File: src/rtl/jtag_tap_lite.sv
// jtag_tap_lite: IEEE 1149.1 TAP oversampled on clk; TCK/TMS/TDI are synchronized data, never clocks.
// Define JTAG_TAP_USER_DR_EN to enable the USER data register (IR code 2); otherwise code 2 is BYPASS.
module jtag_tap_lite #(
  parameter int unsigned IR_LEN      = 4,
  parameter logic [31:0] IDCODE_VAL  = 32'h1000_0A6D,
  parameter int unsigned USER_DR_W   = 32,
  parameter int unsigned SYNC_STAGES = 2
) (
  input  logic                 clk,
  input  logic                 rst,
  input  logic                 jtag_tck,
  input  logic                 jtag_tms,
  input  logic                 jtag_tdi,
  output logic                 jtag_tdo,
  output logic                 jtag_tdo_oe,
  input  logic [USER_DR_W-1:0] user_dr_capture_data,
  output logic [USER_DR_W-1:0] user_dr_update_data,
  output logic                 user_dr_update_pulse,
  output logic                 tap_in_reset
);

  localparam int unsigned IDW = 32;

  localparam logic [3:0] ST_TLR      = 4'd0;
  localparam logic [3:0] ST_RTI      = 4'd1;
  localparam logic [3:0] ST_SEL_DR   = 4'd2;
  localparam logic [3:0] ST_CAP_DR   = 4'd3;
  localparam logic [3:0] ST_SH_DR    = 4'd4;
  localparam logic [3:0] ST_EX1_DR   = 4'd5;
  localparam logic [3:0] ST_PAUSE_DR = 4'd6;
  localparam logic [3:0] ST_EX2_DR   = 4'd7;
  localparam logic [3:0] ST_UPD_DR   = 4'd8;
  localparam logic [3:0] ST_SEL_IR   = 4'd9;
  localparam logic [3:0] ST_CAP_IR   = 4'd10;
  localparam logic [3:0] ST_SH_IR    = 4'd11;
  localparam logic [3:0] ST_EX1_IR   = 4'd12;
  localparam logic [3:0] ST_PAUSE_IR = 4'd13;
  localparam logic [3:0] ST_EX2_IR   = 4'd14;
  localparam logic [3:0] ST_UPD_IR   = 4'd15;

  localparam logic [IR_LEN-1:0] IR_IDCODE = IR_LEN'(1);

  logic [SYNC_STAGES-1:0] tck_sync_q, tck_sync_d;
  logic [SYNC_STAGES-1:0] tms_sync_q, tms_sync_d;
  logic [SYNC_STAGES-1:0] tdi_sync_q, tdi_sync_d;
  logic                   tck_prev_q, tck_prev_d;
  logic                   tck_s, tms_s, tdi_s, tck_rise, tck_fall;

  logic [3:0]             state_q, state_d;
  logic [IR_LEN-1:0]      ir_q, ir_d, ir_sr_q, ir_sr_d;
  logic [IDW-1:0]         id_sr_q, id_sr_d;
  logic                   byp_q, byp_d;
  logic [USER_DR_W-1:0]   user_sr_q, user_sr_d, user_upd_q, user_upd_d;
  logic                   pulse_q, pulse_d;
  logic                   tdo_q, tdo_d, oe_q, oe_d, tlr_q, tlr_d;
  logic                   sel_idcode, sel_user, dr_lsb;

  assign tck_s    = tck_sync_q[SYNC_STAGES-1];
  assign tms_s    = tms_sync_q[SYNC_STAGES-1];
  assign tdi_s    = tdi_sync_q[SYNC_STAGES-1];
  assign tck_rise = tck_s & ~tck_prev_q;
  assign tck_fall = ~tck_s & tck_prev_q;

  assign sel_idcode = (ir_q == IR_IDCODE);
`ifdef JTAG_TAP_USER_DR_EN
  localparam logic [IR_LEN-1:0] IR_USER = IR_LEN'(2);
  assign sel_user = (ir_q == IR_USER);
`else
  // User DR is never selected, so its flops keep their reset value of 0 and optimize away.
  assign sel_user = 1'b0;
`endif
  assign dr_lsb = sel_idcode ? id_sr_q[0] : (sel_user ? user_sr_q[0] : byp_q);

  // Synchronizers: TMS/TDI share TCK's depth so they stay aligned with the detected edge.
  always_comb begin
    tck_sync_d = {tck_sync_q[SYNC_STAGES-2:0], jtag_tck};
    tms_sync_d = {tms_sync_q[SYNC_STAGES-2:0], jtag_tms};
    tdi_sync_d = {tdi_sync_q[SYNC_STAGES-2:0], jtag_tdi};
    tck_prev_d = tck_s;
  end

  // TAP state transitions, advancing only on a detected TCK rise.
  always_comb begin
    state_d = state_q;
    if (tck_rise) begin
      case (state_q)
        ST_TLR:      state_d = tms_s ? ST_TLR    : ST_RTI;
        ST_RTI:      state_d = tms_s ? ST_SEL_DR : ST_RTI;
        ST_SEL_DR:   state_d = tms_s ? ST_SEL_IR : ST_CAP_DR;
        ST_CAP_DR:   state_d = tms_s ? ST_EX1_DR : ST_SH_DR;
        ST_SH_DR:    state_d = tms_s ? ST_EX1_DR : ST_SH_DR;
        ST_EX1_DR:   state_d = tms_s ? ST_UPD_DR : ST_PAUSE_DR;
        ST_PAUSE_DR: state_d = tms_s ? ST_EX2_DR : ST_PAUSE_DR;
        ST_EX2_DR:   state_d = tms_s ? ST_UPD_DR : ST_SH_DR;
        ST_UPD_DR:   state_d = tms_s ? ST_SEL_DR : ST_RTI;
        ST_SEL_IR:   state_d = tms_s ? ST_TLR    : ST_CAP_IR;
        ST_CAP_IR:   state_d = tms_s ? ST_EX1_IR : ST_SH_IR;
        ST_SH_IR:    state_d = tms_s ? ST_EX1_IR : ST_SH_IR;
        ST_EX1_IR:   state_d = tms_s ? ST_UPD_IR : ST_PAUSE_IR;
        ST_PAUSE_IR: state_d = tms_s ? ST_EX2_IR : ST_PAUSE_IR;
        ST_EX2_IR:   state_d = tms_s ? ST_UPD_IR : ST_SH_IR;
        ST_UPD_IR:   state_d = tms_s ? ST_SEL_DR : ST_RTI;
        default:     state_d = ST_TLR;
      endcase
    end
    oe_d  = (state_d == ST_SH_IR) || (state_d == ST_SH_DR);
    tlr_d = (state_d == ST_TLR);
  end

  // Capture/shift on TCK rise; TDO and update actions on TCK fall.
  always_comb begin
    ir_d       = ir_q;
    ir_sr_d    = ir_sr_q;
    id_sr_d    = id_sr_q;
    byp_d      = byp_q;
    user_sr_d  = user_sr_q;
    user_upd_d = user_upd_q;
    pulse_d    = 1'b0;
    tdo_d      = tdo_q;
    if (tck_rise) begin
      case (state_q)
        ST_CAP_IR: ir_sr_d = IR_LEN'(1);
        ST_SH_IR:  ir_sr_d = IR_LEN'({tdi_s, ir_sr_q} >> 1);
        ST_CAP_DR: begin
          if (sel_idcode)    id_sr_d   = IDCODE_VAL;
          else if (sel_user) user_sr_d = user_dr_capture_data;
          else               byp_d     = 1'b0;
        end
        ST_SH_DR: begin
          if (sel_idcode)    id_sr_d   = IDW'({tdi_s, id_sr_q} >> 1);
          else if (sel_user) user_sr_d = USER_DR_W'({tdi_s, user_sr_q} >> 1);
          else               byp_d     = tdi_s;
        end
        default: ;
      endcase
    end
    if (tck_fall) begin
      tdo_d = 1'b0;
      case (state_q)
        ST_SH_IR:  tdo_d = ir_sr_q[0];
        ST_SH_DR:  tdo_d = dr_lsb;
        ST_UPD_IR: ir_d  = ir_sr_q;
        ST_UPD_DR: begin
          if (sel_user) begin
            user_upd_d = user_sr_q;
            pulse_d    = 1'b1;
          end
        end
        default: ;
      endcase
    end
    if (state_q == ST_TLR) ir_d = IR_IDCODE;
  end

  always_ff @(posedge clk) begin
    if (rst) begin
      tck_sync_q <= '0;
      tms_sync_q <= '0;
      tdi_sync_q <= '0;
      tck_prev_q <= 1'b0;
      state_q    <= ST_TLR;
      ir_q       <= IR_IDCODE;
      ir_sr_q    <= '0;
      id_sr_q    <= '0;
      byp_q      <= 1'b0;
      user_sr_q  <= '0;
      user_upd_q <= '0;
      pulse_q    <= 1'b0;
      tdo_q      <= 1'b0;
      oe_q       <= 1'b0;
      tlr_q      <= 1'b1;
    end else begin
      tck_sync_q <= tck_sync_d;
      tms_sync_q <= tms_sync_d;
      tdi_sync_q <= tdi_sync_d;
      tck_prev_q <= tck_prev_d;
      state_q    <= state_d;
      ir_q       <= ir_d;
      ir_sr_q    <= ir_sr_d;
      id_sr_q    <= id_sr_d;
      byp_q      <= byp_d;
      user_sr_q  <= user_sr_d;
      user_upd_q <= user_upd_d;
      pulse_q    <= pulse_d;
      tdo_q      <= tdo_d;
      oe_q       <= oe_d;
      tlr_q      <= tlr_d;
    end
  end

  assign jtag_tdo             = tdo_q;
  assign jtag_tdo_oe          = oe_q;
  assign user_dr_update_data  = user_upd_q;
  assign user_dr_update_pulse = pulse_q;
  assign tap_in_reset         = tlr_q;

endmodule

File: config.mk
export PLATFORM = sky130hd
export DESIGN_NAME = jtag_tap_lite
export DESIGN_NICKNAME = d
export VERILOG_FILES = /design/src/rtl/jtag_tap_lite.sv
export SDC_FILE = /design/constraint.sdc
export NUM_CORES = 1
export LEC_CHECK = 0
export ABC_AREA = 1
export BUFFER_PORTS_ARGS = -buffer_cell sky130_fd_sc_hd__buf_4
export CAP_MARGIN = 20
export CORE_MARGIN = 10
export CORE_UTILIZATION = 35
export CTS_CLUSTER_SIZE = 10
export DETAILED_ROUTE_END_ITERATION = 12
export PLACE_DENSITY = 0.67
export RECOVER_POWER = 50
export SYNTH_ARGS = -nofsm -noshare
export SYNTH_HDL_FRONTEND = slang
export SYNTH_SLANG_ARGS = --single-unit
File: constraint.sdc
create_clock -name clk -period 1.8 [get_ports clk]
set_input_delay 0.18 -clock clk [delete_from_list [all_inputs] [get_ports clk]]
set_output_delay 0.18 -clock clk [all_outputs]
set_load 0.01 [all_outputs]
==> Word level (Yosys, flattened, before mapping) <==
Index checks and enable logic that the tools add are counted.
{ "op_classes": {"mux": 23, "n_bitwise": 4, "n_eq_ne": 22, "n_reduce_logical": 13} }
{ "ops": {"columns": ["op", "n"], "rows": [
  ["two-way mux 32 bit", 2],
  ["case mux 32 bit (2 select lines)", 1],
  ["case mux 4 bit (12 select lines)", 1],
  ["== test 4 bit (second input constant)", 9],
  ["== test 4 x 3 -> 1 bit (second input constant)", 5],
  ["two-way mux 4 bit", 5],
  ["== test 4 x 1 -> 1 bit (second input constant)", 2],
  ["== test 4 x 2 -> 1 bit (second input constant)", 2],
  ["logical NOT 4 bit", 2],
  ["!= test 2 bit (second input constant)", 4],
  ["case mux 4 bit (2 select lines)", 1],
  ["AND reduction 4 bit", 2],
  ["two-way mux 1 bit", 6],
  ["two-way mux 2 bit", 3],
  ["two-way mux 3 bit", 2],
  ["OR reduction 2 bit", 3],
  ["case mux 1 bit (2 select lines)", 2],
  ["AND reduction 2 bit", 2],
  ["nonzero test 2 bit", 2],
  ["OR reduction 3 bit", 1],
  ["AND 1 bit", 2],
  ["NOT 1 bit", 2],
  ["logical OR 1 bit", 1]
]} }
{ "word_totals": {"ff_bits": 55} }

==> Depth between registers and ports, before layout <==
Gate-level depths: netlist of the first run.
{ "depth": {"depth_word": 6, "ltp_mapped": 13, "depth_no_buf": 12} }

==> Worst setup path before layout of the first run <==
Ideal clock, no wire load.
{ "synth_timing": {"path_type": "register -> register", "startpoint": "register state_q[1]", "endpoint": "register id_sr_q[10]", "required_ns": 1.668, "path_slack_ns": 0.429, "arrival_ns": 1.239, "path_stages_with_launch": 9, "setup_time_ns": 0.132, "n_path_buf": 2, "cell_sequence": "dfxtp_1 > buf_2 > nor2_2 > nand2_2 > nand2_2 > nand4_4 > clkbuf_1 > nand2_1 > a21oi_1"} }
{ "synth_via": {"elab_chain_cells": 3} }
{ "synth_lines": {"columns": ["element", "line", "rtl"], "rows": [
  ["start: declaration", "49", "logic [3:0] state_q, state_d;"],
  ["start signal: assignment", "177", "state_q <= state_d;"],
  ["== test 4 x 2 -> 1 bit / == test 4 x 3 -> 1 bit (equally long branches)", "121", "case (state_q)"],
  ["!= test 2 bit (no line) / nonzero test 2 bit (equally long branches)", null, null],
  ["AND reduction 4 bit (no line)", null, null],
  ["end signal: assignment", "180", "id_sr_q <= id_sr_d;"],
  ["end: declaration", "51", "logic [IDW-1:0] id_sr_q, id_sr_d;"]
]} }
Several ways; a longest one is shown, not always the timed one.
A chain may end at the register's enable or synchronous reset.

==> Final worst setup path of the first run <==
{ "layout_timing": {"startpoint": "register state_q[1]", "endpoint": "register id_sr_q[27]"} }
The elaborated chain is that of the path after synthesis.

==> results of run 1 <==
## sequential cells by signal (all words and copies together), names as in the netlist
name and count:
ir_sr_q 4, tms_sync_q 2, jtag_tdo 1, tck_sync_q 2
ir_q 4, tdi_sync_q 2, id_sr_q 32, tap_in_reset 1
jtag_tdo_oe 1, byp_q 1, state_q 4, tck_prev_q 1
## report_power, final
| group | total [mW] | internal (mW) | switching, mW |
|---|---|---|---|
| Combinational | 0.0941 | 0.0181 | 0.0760 |
| Sequential | 1.23 | 1.23 | 0.00738 |
| Clock | 0.732 | 0.350 | 0.382 |
| Total | 2.06 | 1.59 | 0.465 |
## cell usage after synthesis, types with 2 or more instances
| library cell | instances |
|---|---|
| nand2_1 | 72 |
| nor2_4 | 2 |
| o21bai_1 | 8 |
| o21ai_0 | 11 |
| buf_4 | 34 |
| buf_2 | 4 |
| inv_1 | 22 |
| clkbuf_1 | 8 |
| nand3b_1 | 24 |
| buf_6 | 3 |
| inv_2 | 4 |
| o21ai_1 | 7 |
| dfxtp_1 | 55 |
| nor2_1 | 36 |
| nand3_1 | 4 |
| nor2_2 | 4 |
| nand2_2 | 3 |
| a21oi_1 | 44 |
## routing by layer
metal	vias up	GRT usage [%]	wire (um)	share of wire (%)
met1	897	9.45	2150	46
met3	5	3.41	368	7.8
met5	-	0	0	0
met4	0	3.77	95	2.0
met2	50	13.6	2080	44
li1	1074	-	-	-
## cells by family (layout without fill, tap and decap cells)
family | after synthesis | after routing
AO/OA/AOI/OAI | 74 | 74
buffers and inverters | 75 | 47
flip-flops | 55 | 55
other | 1 | 33
AND/OR/NAND/NOR | 148 | 148
## final timing paths
| check | endpoint | slack, ns |
|---|---|---|
| worst max register to register | id_sr_q[27]$_SDFFE_PP0P_ | 0.18 |
| worst max-delay path | id_sr_q[27]$_SDFFE_PP0P_ | 0.18 |
| worst min-delay path | tms_sync_q[0]$_SDFF_PP0_ | 0.07 |
| worst min register to register | tms_sync_q[1]$_SDFF_PP0_ | 0.41 |
## layout by cell type, fill, tap and decap left out, types with 3 or more instances in the layout
cell       n
a21oi_1   44
buf_4      6
clkbuf_1   3
clkbuf_8   7
conb_1    33
dfxtp_1   54
inv_1     23
inv_2      3
nand2_1   73
nand3_1    4
nand3b_1  24
nor2_1    37
nor2_2     3
o21ai_0   11
o21ai_1    7
o21bai_1   8
## layout make-up
type                            instances  area (um^2)
Fill cell                             790         4540
Multi-Input combinational cell        255         1230
Sequential cell                        55         1100
Tap cell                               99          124
Inverter                               26         97.6
Clock buffer                            7         96.3
Timing Repair Buffer                   13         93.8
Clock inverter                          1         7.51
## worst max-delay path, cell delays in order, from the launching register on
cell and delay, ns:
dfxtp_1 0.50, nand2_1 0.10, inv_2 0.10, nand2_1 0.10
nand2_2 0.11, nand4_4 0.09, buf_12 0.21, nand3b_1 0.18
a21oi_1 0.13
## metrics by stage
| stage | setup slack, ns | total power, mW | std cells |
|---|---|---|---|
| global route | 0.00523 | 2.14 | 456 |
| CTS | 0.125 | 2.08 | 456 |
| finish | 0.184 | 2.06 | 456 |
| detailed placement | 0.151 | 1.35 | 448 |
| global placement | 0.147 | 1.35 | 448 |
| floorplan | 0.429 | 1.39 | 385 |
==> metrics.md, run 1 <==
| Metric | Value |
|---|---|
| Post-Syn Instances | 353 |
| Post-synthesis register bit count | 55 |
| Final Cell Area | 2750 um^2 |
| Pwr per Cell Area | 748 nW/um^2 |
| H-tree depth | 2 |
| Post-synth EDFFs | 0 |
| Top cell type by total area after synthesis | dfxtp_1 |
| First-pass GRT wire length | 8070 um |
| Unrepaired setup endpoints after global routing | false |
| Leak | 1.10 nW |
| Synth warnings | 0 |
| Root Driver | clkbuf_8 |
| Clock transition at the registers of the reported paths | 0.09 ns |
| Drt total wl | 4700 um |
| Critical Path Source | state_q[1]$_SDFF_PP0_ |
| Die Wd | 107 um |
| Initial DRT Pass Iterations | 5 |
| Fmax | 619 MHz |
| Simple-gate share of the synthesized area | 26.7% |
| Antenna-violating nets left | 0 |
| Number of global-route vias before repair | 1820 |
| Post-Synth Adder-Cell Area | 0% |
| Post-CTS Setup Inserts | 0 |
| Cell Rows | 31 |
| Inserted Diodes | 0 |
| Post-synth ARST share | 0% |
| Initial antenna violation count | 0 |
| Final HPWL DP | 3300 um |
| Initial Utilization | 36.4% |
| Via count | 2026 |
| Nets | 393 |
| Status | completed |
| Max clock buf depth | 2 |
| Worst hold stages | 3 |
| Critical Path Sink Type | flop |
| Max FO, Critical Path | 64 |
| Final core occ | 37.7% |
| Setup crit start kind | flop |
| R2r worst-path depth | 8 |
| Synth top area share | 41.5% |
| Period minus WS final | 1.62 ns |
| Largest net degree at the start of global routing | 65 |
| # port buffers | 7 |
| Grt total ovfl | 0 |
| Fraction of layout cells with a size suffix above 1 | 8.96% |
| Max-Cap Viols | 0 |
| Hold Path Origin | jtag_tms |
| CORE AREA | 7290 um^2 |
| Post-synthesis xor/xnor area fraction | 0% |
| Yosys cell types | 26 |
| Max VDD drop | 511 uV |
| CTS buffer count | 5 |
| CTS tree | yes |
| Num Clock Sinks | 55 |
| Die Span Y | 107 um |
| Most used DFF post-synth | dfxtp_1 |
| Sequential area share after synthesis | 41.5% |
| Synth Area in Compound Gates | 15.2% |
| Final period utilization | 89.8% |
| DIE AREA | 11500 um^2 |
| Arr. time, crit path | 1.83 ns |
| Mean Syn Cell Area | 7.51 um^2 |
| Drt wl/cell | 10.3 um |
| DR DRC count | 0 |
| CTS Hold Buffers Added | 0 |
| Placed inst area | 2670 um^2 |
| Endpoints failing hold | 0 |
| Final setup fails | 0 |
| Clk_skew | 0.00710 ns |
| Setup TNS | 0 ns |
| Worst Max-Slew Pin Slew | 0.872 ns |
| Mux contribution to synthesized area | 0% |
| Fin. max-slew vios | 0 |
| Num ports | 73 |
| Syn-to-layout area delta | 3.73% |
| Total GRT Usage | 8.38% |
| Synthesized area | 2650 um^2 |
| Vias/cell | 4.44 |
| Initial detailed-routing violation count | 142 |
| Skew-Pair Late Insertion Delay | 0.30 ns |
| Largest family of logic cells by synthesized area | simple AND/OR/NAND/NOR gates |
| Critical path class | reg -> reg |
| Worst r2r src | state_q[1]$_SDFF_PP0_ |
| Slew HR | 41.9% |
| Worst Path Required | 2.02 ns |
| Worst Hold Class | in -> reg |
| RePlAce Congestion | 0.871 |
| Hold WS | 0.0741 ns |
| Synth top area cells | dfxtp_1 (42%), nand2_1 (10%), buf_4 (9.6%) |
| CTS resizes | 0 |
(Power assumes the default switching activity.)
==> run 2: changes to the inputs <==
--- a/config.mk
+++ b/config.mk
@@ -14,6 +14,7 @@
 export DETAILED_ROUTE_END_ITERATION = 12
 export PLACE_DENSITY = 0.67
 export RECOVER_POWER = 50
+export REMOVE_ABC_BUFFERS = 1
 export SYNTH_ARGS = -nofsm -noshare
 export SYNTH_HDL_FRONTEND = slang
 export SYNTH_SLANG_ARGS = --single-unit
==> metrics.md, run 2 (synthesized netlist as in run 1, its figures left out) <==
| Metric | Value |
|---|---|
| Status | completed |
| Seq pwr share | 54.2% (-5.7 points) |
| Internal power | 1.80 mW (+13%) |
| Worst Max-Slew Pin Slew | 0.831 ns (-0.0403 ns) |
| Combinational share of power | 4.2% (-0.4 points) |
| Hold WS | 0.0725 ns (-0.00165 ns) |
| Grt total ovfl | 0 (unchanged) |
| Hold Path Origin | jtag_tms |
| Num ports | 73 (unchanged) |
| Most frequent cells in the layout | nand2_1 (72), dfxtp_1 (54), a21oi_1 (44) |
| Hold Path Sink | tms_sync_q[0]$_SDFF_PP0_ |
| Final WS setup | 0.189 ns (+0.00525 ns) |
| Final HPWL DP | 3340 um (+1.3%) |
| Skew-Pair Late Insertion Delay | 0.31 ns (about the same) |
| Max incr delay on CP | 0.48 ns (-0.02 ns) |
| Max-Cap Viols | 0 (unchanged) |
| Via count | 2010 (-0.79%) |
| Worst Path Required | 2.03 ns (about the same) |
| Num Clock Sinks | 55 (unchanged) |
| Number of global-route vias before repair | 1854 (+1.9%) |
| Placed cell count | 448 (unchanged) |
| R2r worst-path depth | 8 (unchanged) |
| RePlAce Congestion | 0.838 (-3.8%) |
| Fin. max-slew vios | 0 (unchanged) |
| Slew HR | 44.6% (+2.7 points) |
| Most common cell after layout, fill and taps aside | nand2_1 |
| First-pass GRT wire length | 8200 um (+1.6%) |
| H-tree depth | 2 (unchanged) |
| Buf/Inv on CP | 2 (unchanged) |
| Worst r2r src | state_q[2]$_SDFF_PP0_ |
| Root Driver | clkbuf_8 |
| DR DRC count | 0 (unchanged) |
| Unrepaired setup endpoints after global routing | false |
| Sw Pwr | 0.475 mW (+2.1%) |
| Nets | 393 (unchanged) |
| Max FO, Critical Path | 64 (unchanged) |
| Max clock buf depth | 2 (unchanged) |
| Initial Utilization | 36.4% (unchanged) |
| Initial detailed-routing violation count | 103 (-27%) |
| Largest net degree at the start of global routing | 65 (unchanged) |
| Pre-CTS WS | 0.204 ns (+0.0535 ns) |
| Critical path's most frequent cell | nand2_2 |
| Initial antenna violation count | 0 (unchanged) |
| Clock transition at the registers of the reported paths | 0.09 ns (about the same) |
| Final setup fails | 0 (unchanged) |
| DIE AREA | 11500 um^2 (unchanged) |
| Max VDD drop | 295 uV (-42%) |
| Pwr per Cell Area | 819 nW/um^2 (+9.4%) |
| Die Wd | 107 um (unchanged) |
| Clock network power share | 41.6% (+6.0 points) |
| Total GRT Usage | 8.39% (+0.013 points) |
| CTS tree | yes |
| Inserted Diodes | 0 (unchanged) |
| Non-Filler Instances | 456 (unchanged) |
| Period minus WS final | 1.61 ns (-0.00525 ns) |
| Critical Path, Cell by Cell | inv_2 > nor2_4 > nand2_2 > nand2_2 > nand4_4 > buf_6 > nand3b_1 > a21oi_1 |
| Drt total wl | 4710 um (+0.15%) |
| Reg-to-Reg End | id_sr_q[13]$_SDFFE_PP0P_ |
| Most flops, register | id_sr_q |
| Cell Rows | 31 (unchanged) |
| Fmax | 621 MHz (+0.33%) |
| Clk_skew | 0.0116 ns (+0.00453 ns) |
| Worst Hold Class | in -> reg |
| Post-CTS Setup Inserts | 0 (unchanged) |
| Arr. time, crit path | 1.84 ns (about the same) |
| Worst hold stages | 3 (unchanged) |
| CORE AREA | 7290 um^2 (unchanged) |
| Critical path class | reg -> reg |
| Critical Path Sink Type | flop |
| Initial DRT Pass Iterations | 4 (-1) |
| Setup TNS | 0 ns (unchanged) |
| Max FFs per register | 32 (unchanged) |
| Drt wl/cell | 10.3 um (+0.15%) |
| Fraction of layout cells with a size suffix above 1 | 9.52% (+0.56 points) |
| Syn-to-layout area delta | 4.76% |
| Top cell family by delay on the critical path | simple AND/OR/NAND/NOR gates |
| Die Span Y | 107 um (unchanged) |
| Vias/cell | 4.41 (-0.79%) |
| # port buffers | 7 (unchanged) |
| Final core occ | 38.1% (+0.38 points) |
| Antenna-violating nets left | 0 (unchanged) |
| R2R Setup Slk | 0.19 ns (about the same) |
| CTS buffer count | 5 (unchanged) |
| Setup crit start kind | flop |
| Slowest cell on the critical path | dfxtp_1 |
| Final period utilization | 89.5% (-0.29 points) |
| Net Sw Frac | 20.9% (-1.7 points) |
| Leak | 1.11 nW (+1.0%) |
| Endpoints failing hold | 0 (unchanged) |
==> run 2: metrics by stage <==
| stage | cell area [um^2] | power (mW) |
|---|---|---|
| 4_1_cts | 2800 | 2.30 |
| 3_5_place_dp | 2670 | 1.35 |
| 6_report | 2780 | 2.28 |
| 2_1_floorplan | 2430 | 1.32 |
| 3_3_place_gp | 2670 | 1.35 |
| 5_1_grt | 2780 | 2.36 |
==> run 2: layout make-up <==
type,count,area [um^2]
clock buffer,6,72.6
clock inverter,2,60.1
tap,99,124
timing repair buffer,13,87.6
multi-input combinational,255,1230
fill,767,4510
inverter,26,97.6
sequential,55,1100
==> run 2: per-layer routing <==
metal	global-route usage, %	routed length (um)
met2	12.7	1940
met5	0	0
met4	3.87	97
met3	3.41	385
met1	10.2	2280
==> run 2: power groups by stage <==
stage / clock network (mW) / logic [mW] / registers (mW)
final: 0.947 / 0.0956 / 1.23
after global routing: 1.01 / 0.112 / 1.23
after CTS: 0.975 / 0.0939 / 1.23
after detailed placement: 0 / 0.0937 / 1.26
after global placement: 0 / 0.0930 / 1.26
after floorplan: 0 / 0.0611 / 1.26
==> run 2: worst register-to-register path, cell delays in order, from the launching register on <==
cell,delay (ns)
dfxtp_1,0.48
inv_2,0.07
nor2_4,0.13
nand2_2,0.09
nand2_2,0.09
nand4_4,0.07
buf_6,0.23
nand3b_1,0.23
a21oi_1,0.14
==> run 2: timing repair <==
item,in CTS,in global routing
hold buffers,0,0
endpoints found under the setup margin,0,7
resized for setup,0,1
==> run 2: worst max path at each step <==
stage | from | end | slack [ns] | cells after the start
2_1_floorplan | state_q[2]$_SDFF_PP0_ | id_sr_q[10]$_SDFFE_PP0P_ | 0.08 | 7
3_5_place_dp | state_q[0]$_SDFF_PP0_ | id_sr_q[26]$_SDFFE_PP0P_ | 0.20 | 8
6_report | state_q[2]$_SDFF_PP0_ | id_sr_q[13]$_SDFFE_PP0P_ | 0.19 | 8
3_3_place_gp | state_q[0]$_SDFF_PP0_ | jtag_tdo_oe$_SDFF_PP0_ | 0.21 | 11
5_1_grt | state_q[2]$_SDFF_PP0_ | id_sr_q[13]$_SDFFE_PP0P_ | 0.01 | 8
4_1_cts | state_q[0]$_SDFF_PP0_ | id_sr_q[13]$_SDFFE_PP0P_ | 0.16 | 8
==> run 3: changes to the inputs <==
--- a/config.mk
+++ b/config.mk
@@ -13,7 +13,6 @@
 export CTS_CLUSTER_SIZE = 10
 export DETAILED_ROUTE_END_ITERATION = 12
 export PLACE_DENSITY = 0.67
-export RECOVER_POWER = 50
 export REMOVE_ABC_BUFFERS = 1
 export SYNTH_ARGS = -nofsm -noshare
 export SYNTH_HDL_FRONTEND = slang
==> metrics.md, run 3 (synthesized netlist as in run 1, its figures left out) <==
| Metric | Value |
|---|---|
| Status | completed |
| Via count | 2012 (+0.10%) |
| CORE AREA | 7290 um^2 (unchanged) |
| Drt wl/cell | 10.3 um (-0.11%) |
| Initial DRT Pass Iterations | 4 (unchanged) |
| Reg-to-Reg End | jtag_tdo_oe$_SDFF_PP0_ |
| H-tree depth | 2 (unchanged) |
| Most flops, register | id_sr_q |
| Number of global-route vias before repair | 1854 (unchanged) |
| Max incr delay on CP | 0.40 ns (-0.08 ns) |
| R2r worst-path depth | 11 (+3) |
| # port buffers | 7 (unchanged) |
| Total GRT Usage | 8.39% (unchanged) |
| Num ports | 73 (unchanged) |
| Die Wd | 107 um (unchanged) |
| Final setup fails | 0 (unchanged) |
| Unrepaired setup endpoints after global routing | false |
| Hold WS | 0.0723 ns (-0.000204 ns) |
| DR DRC count | 0 (unchanged) |
| Non-Filler Instances | 456 (unchanged) |
| Worst Hold Class | in -> reg |
| Initial antenna violation count | 0 (unchanged) |
| Max clock buf depth | 2 (unchanged) |
| Die Span Y | 107 um (unchanged) |
| Setup crit start kind | flop |
| DIE AREA | 11500 um^2 (unchanged) |
| Critical path's most frequent cell | nand2_1 |
| Max FFs per register | 32 (unchanged) |
| Endpoints failing hold | 0 (unchanged) |
| Clock transition at the registers of the reported paths | 0.10 ns (about the same) |
| Num Clock Sinks | 55 (unchanged) |
| Largest net degree at the start of global routing | 65 (unchanged) |
| Vias/cell | 4.41 (about the same) |
| CTS Hold Buffers Added | 0 (unchanged) |
| CTS buffer count | 5 (unchanged) |
| Top sig layer | met4 |
| Initial detailed-routing violation count | 106 (+2.9%) |
| Clk_skew | 0.0116 ns (-0.000000500 ns) |
| Final HPWL DP | 3340 um (unchanged) |
| Inserted Diodes | 0 (unchanged) |
| Fraction of layout cells with a size suffix above 1 | 10.4% (+0.84 points) |
| Most common cell after layout, fill and taps aside | nand2_1 |
| Max VDD drop | 295 uV (about the same) |
| Initial Utilization | 36.4% (unchanged) |
| Setup TNS | 0 ns (unchanged) |
| Critical Path Sink Type | flop |
| Cell Rows | 31 (unchanged) |
| Leak | 1.13 nW (+1.5%) |
| First-pass GRT wire length | 8200 um (unchanged) |
| Drt total wl | 4700 um (-0.11%) |
| Critical path class | reg -> reg |
| Max FO, Critical Path | 7 (-89%) |
| Critical Path, Cell by Cell | nand2_1 > inv_2 > nand2_2 > nand3_2 > o21bai_2 > nand2_1 > nor2_2 > nand3_1 > nand2_1 > nand2_1 > nor2_1 |
| Worst r2r src | state_q[3]$_SDFF_PP0_ |
| Final period utilization | 88.4% (-1.1 points) |
| Nets | 393 (unchanged) |
| Fmax | 628 MHz (+1.2%) |
| Filler cells | 760 (-0.91%) |
| Root Driver | clkbuf_8 |
| Tot Pwr | 2.28 mW (about the same) |
| Pwr per Cell Area | 813 nW/um^2 (-0.71%) |
| Skew-Pair Late Insertion Delay | 0.31 ns (about the same) |
| Period minus WS final | 1.59 ns (-0.0195 ns) |
| Worst hold stages | 3 (unchanged) |
| RePlAce Congestion | 0.838 (unchanged) |
| Slowest cell on the critical path | dfxtp_1 |
| Hold Path Origin | jtag_tms |
| Antenna-violating nets left | 0 (unchanged) |
| Syn-to-layout area delta | 5.61% |
| R2R Setup Slk | 0.21 ns (+0.02 ns) |
| Buf/Inv on CP | 1 (-1) |
| Max-Cap Viols | 0 (unchanged) |
| Worst Path Required | 2.05 ns (+0.02 ns) |
| Most frequent cells in the layout | nand2_1 (72), dfxtp_1 (54), a21oi_1 (44) |
| Top cell family by delay on the critical path | simple AND/OR/NAND/NOR gates |
| CTS tree | yes |
| Arr. time, crit path | 1.85 ns (about the same) |
| Wire length on met2 | 1950 um (+0.36%) |
| Grt total ovfl | 0 (unchanged) |
| Met1 WL | 2270 um (-0.48%) |
| Hold Path Sink | tms_sync_q[0]$_SDFF_PP0_ |
| DR WL met3 | 385 um (unchanged) |
| Placed cell count | 448 (unchanged) |
| Fin. max-slew vios | 0 (unchanged) |
-- run 3: power by group --
group / switching (mW) / internal, mW / total, mW / leakage (nW)
clock network: 0.392 / 0.556 / 0.947 / 0.0654
registers: 0.00735 / 1.23 / 1.23 / 0.445
logic: 0.0768 / 0.0203 / 0.0971 / 0.621
-- run 3: metrics by stage --
stage,setup WS [ns],utilization (%),area (um^2)
floorplan,0.0751,-,2430
global placement,0.212,36.6,2670
detailed placement,0.204,36.6,2670
CTS,0.161,38.4,2800
global route,0.0123,38.4,2800
finish,0.208,38.4,2800
-- run 3: layout make-up --
class | count | area, um^2 | share of cell area (%)
Tap cell | 99 | 124 | 4.42
Clock buffer | 6 | 72.6 | 2.59
Multi-Input combinational cell | 255 | 1230 | 44.1
Clock inverter | 2 | 60.1 | 2.14
Inverter | 26 | 97.6 | 3.48
Sequential cell | 55 | 1100 | 39.3
Timing Repair Buffer | 13 | 110 | 3.93
-- run 3: how the worst max path moves through the flow --
stage | startpoint | endpoint | slack (ns) | cells after the start
2_1_floorplan | state_q[2]$_SDFF_PP0_ | id_sr_q[10]$_SDFFE_PP0P_ | 0.08 | 7
3_3_place_gp | state_q[0]$_SDFF_PP0_ | jtag_tdo_oe$_SDFF_PP0_ | 0.21 | 11
3_5_place_dp | state_q[0]$_SDFF_PP0_ | id_sr_q[26]$_SDFFE_PP0P_ | 0.20 | 8
4_1_cts | state_q[0]$_SDFF_PP0_ | id_sr_q[13]$_SDFFE_PP0P_ | 0.16 | 8
5_1_grt | state_q[2]$_SDFF_PP0_ | jtag_tdo_oe$_SDFF_PP0_ | 0.01 | 11
6_report | state_q[3]$_SDFF_PP0_ | jtag_tdo_oe$_SDFF_PP0_ | 0.21 | 11
-- run 3: routing by layer --
layer	GRT usage, %	up-vias
met5	0	-
met4	3.87	0
met3	3.41	8
met2	12.7	59
met1	10.2	872
li1	-	1073
-- run 3: tightest hold or removal path, cell delays in order --
cell	delay (ns)
buf_4	0.07
inv_1	0.03
nor2_1	0.06
-- run 3: repair_timing --
item / in CTS / in global routing
resized for setup: 0 / 1
buffers inserted: 0 / 0
hold endpoints to repair: 0 / 0
setup endpoints to repair: 0 / 7
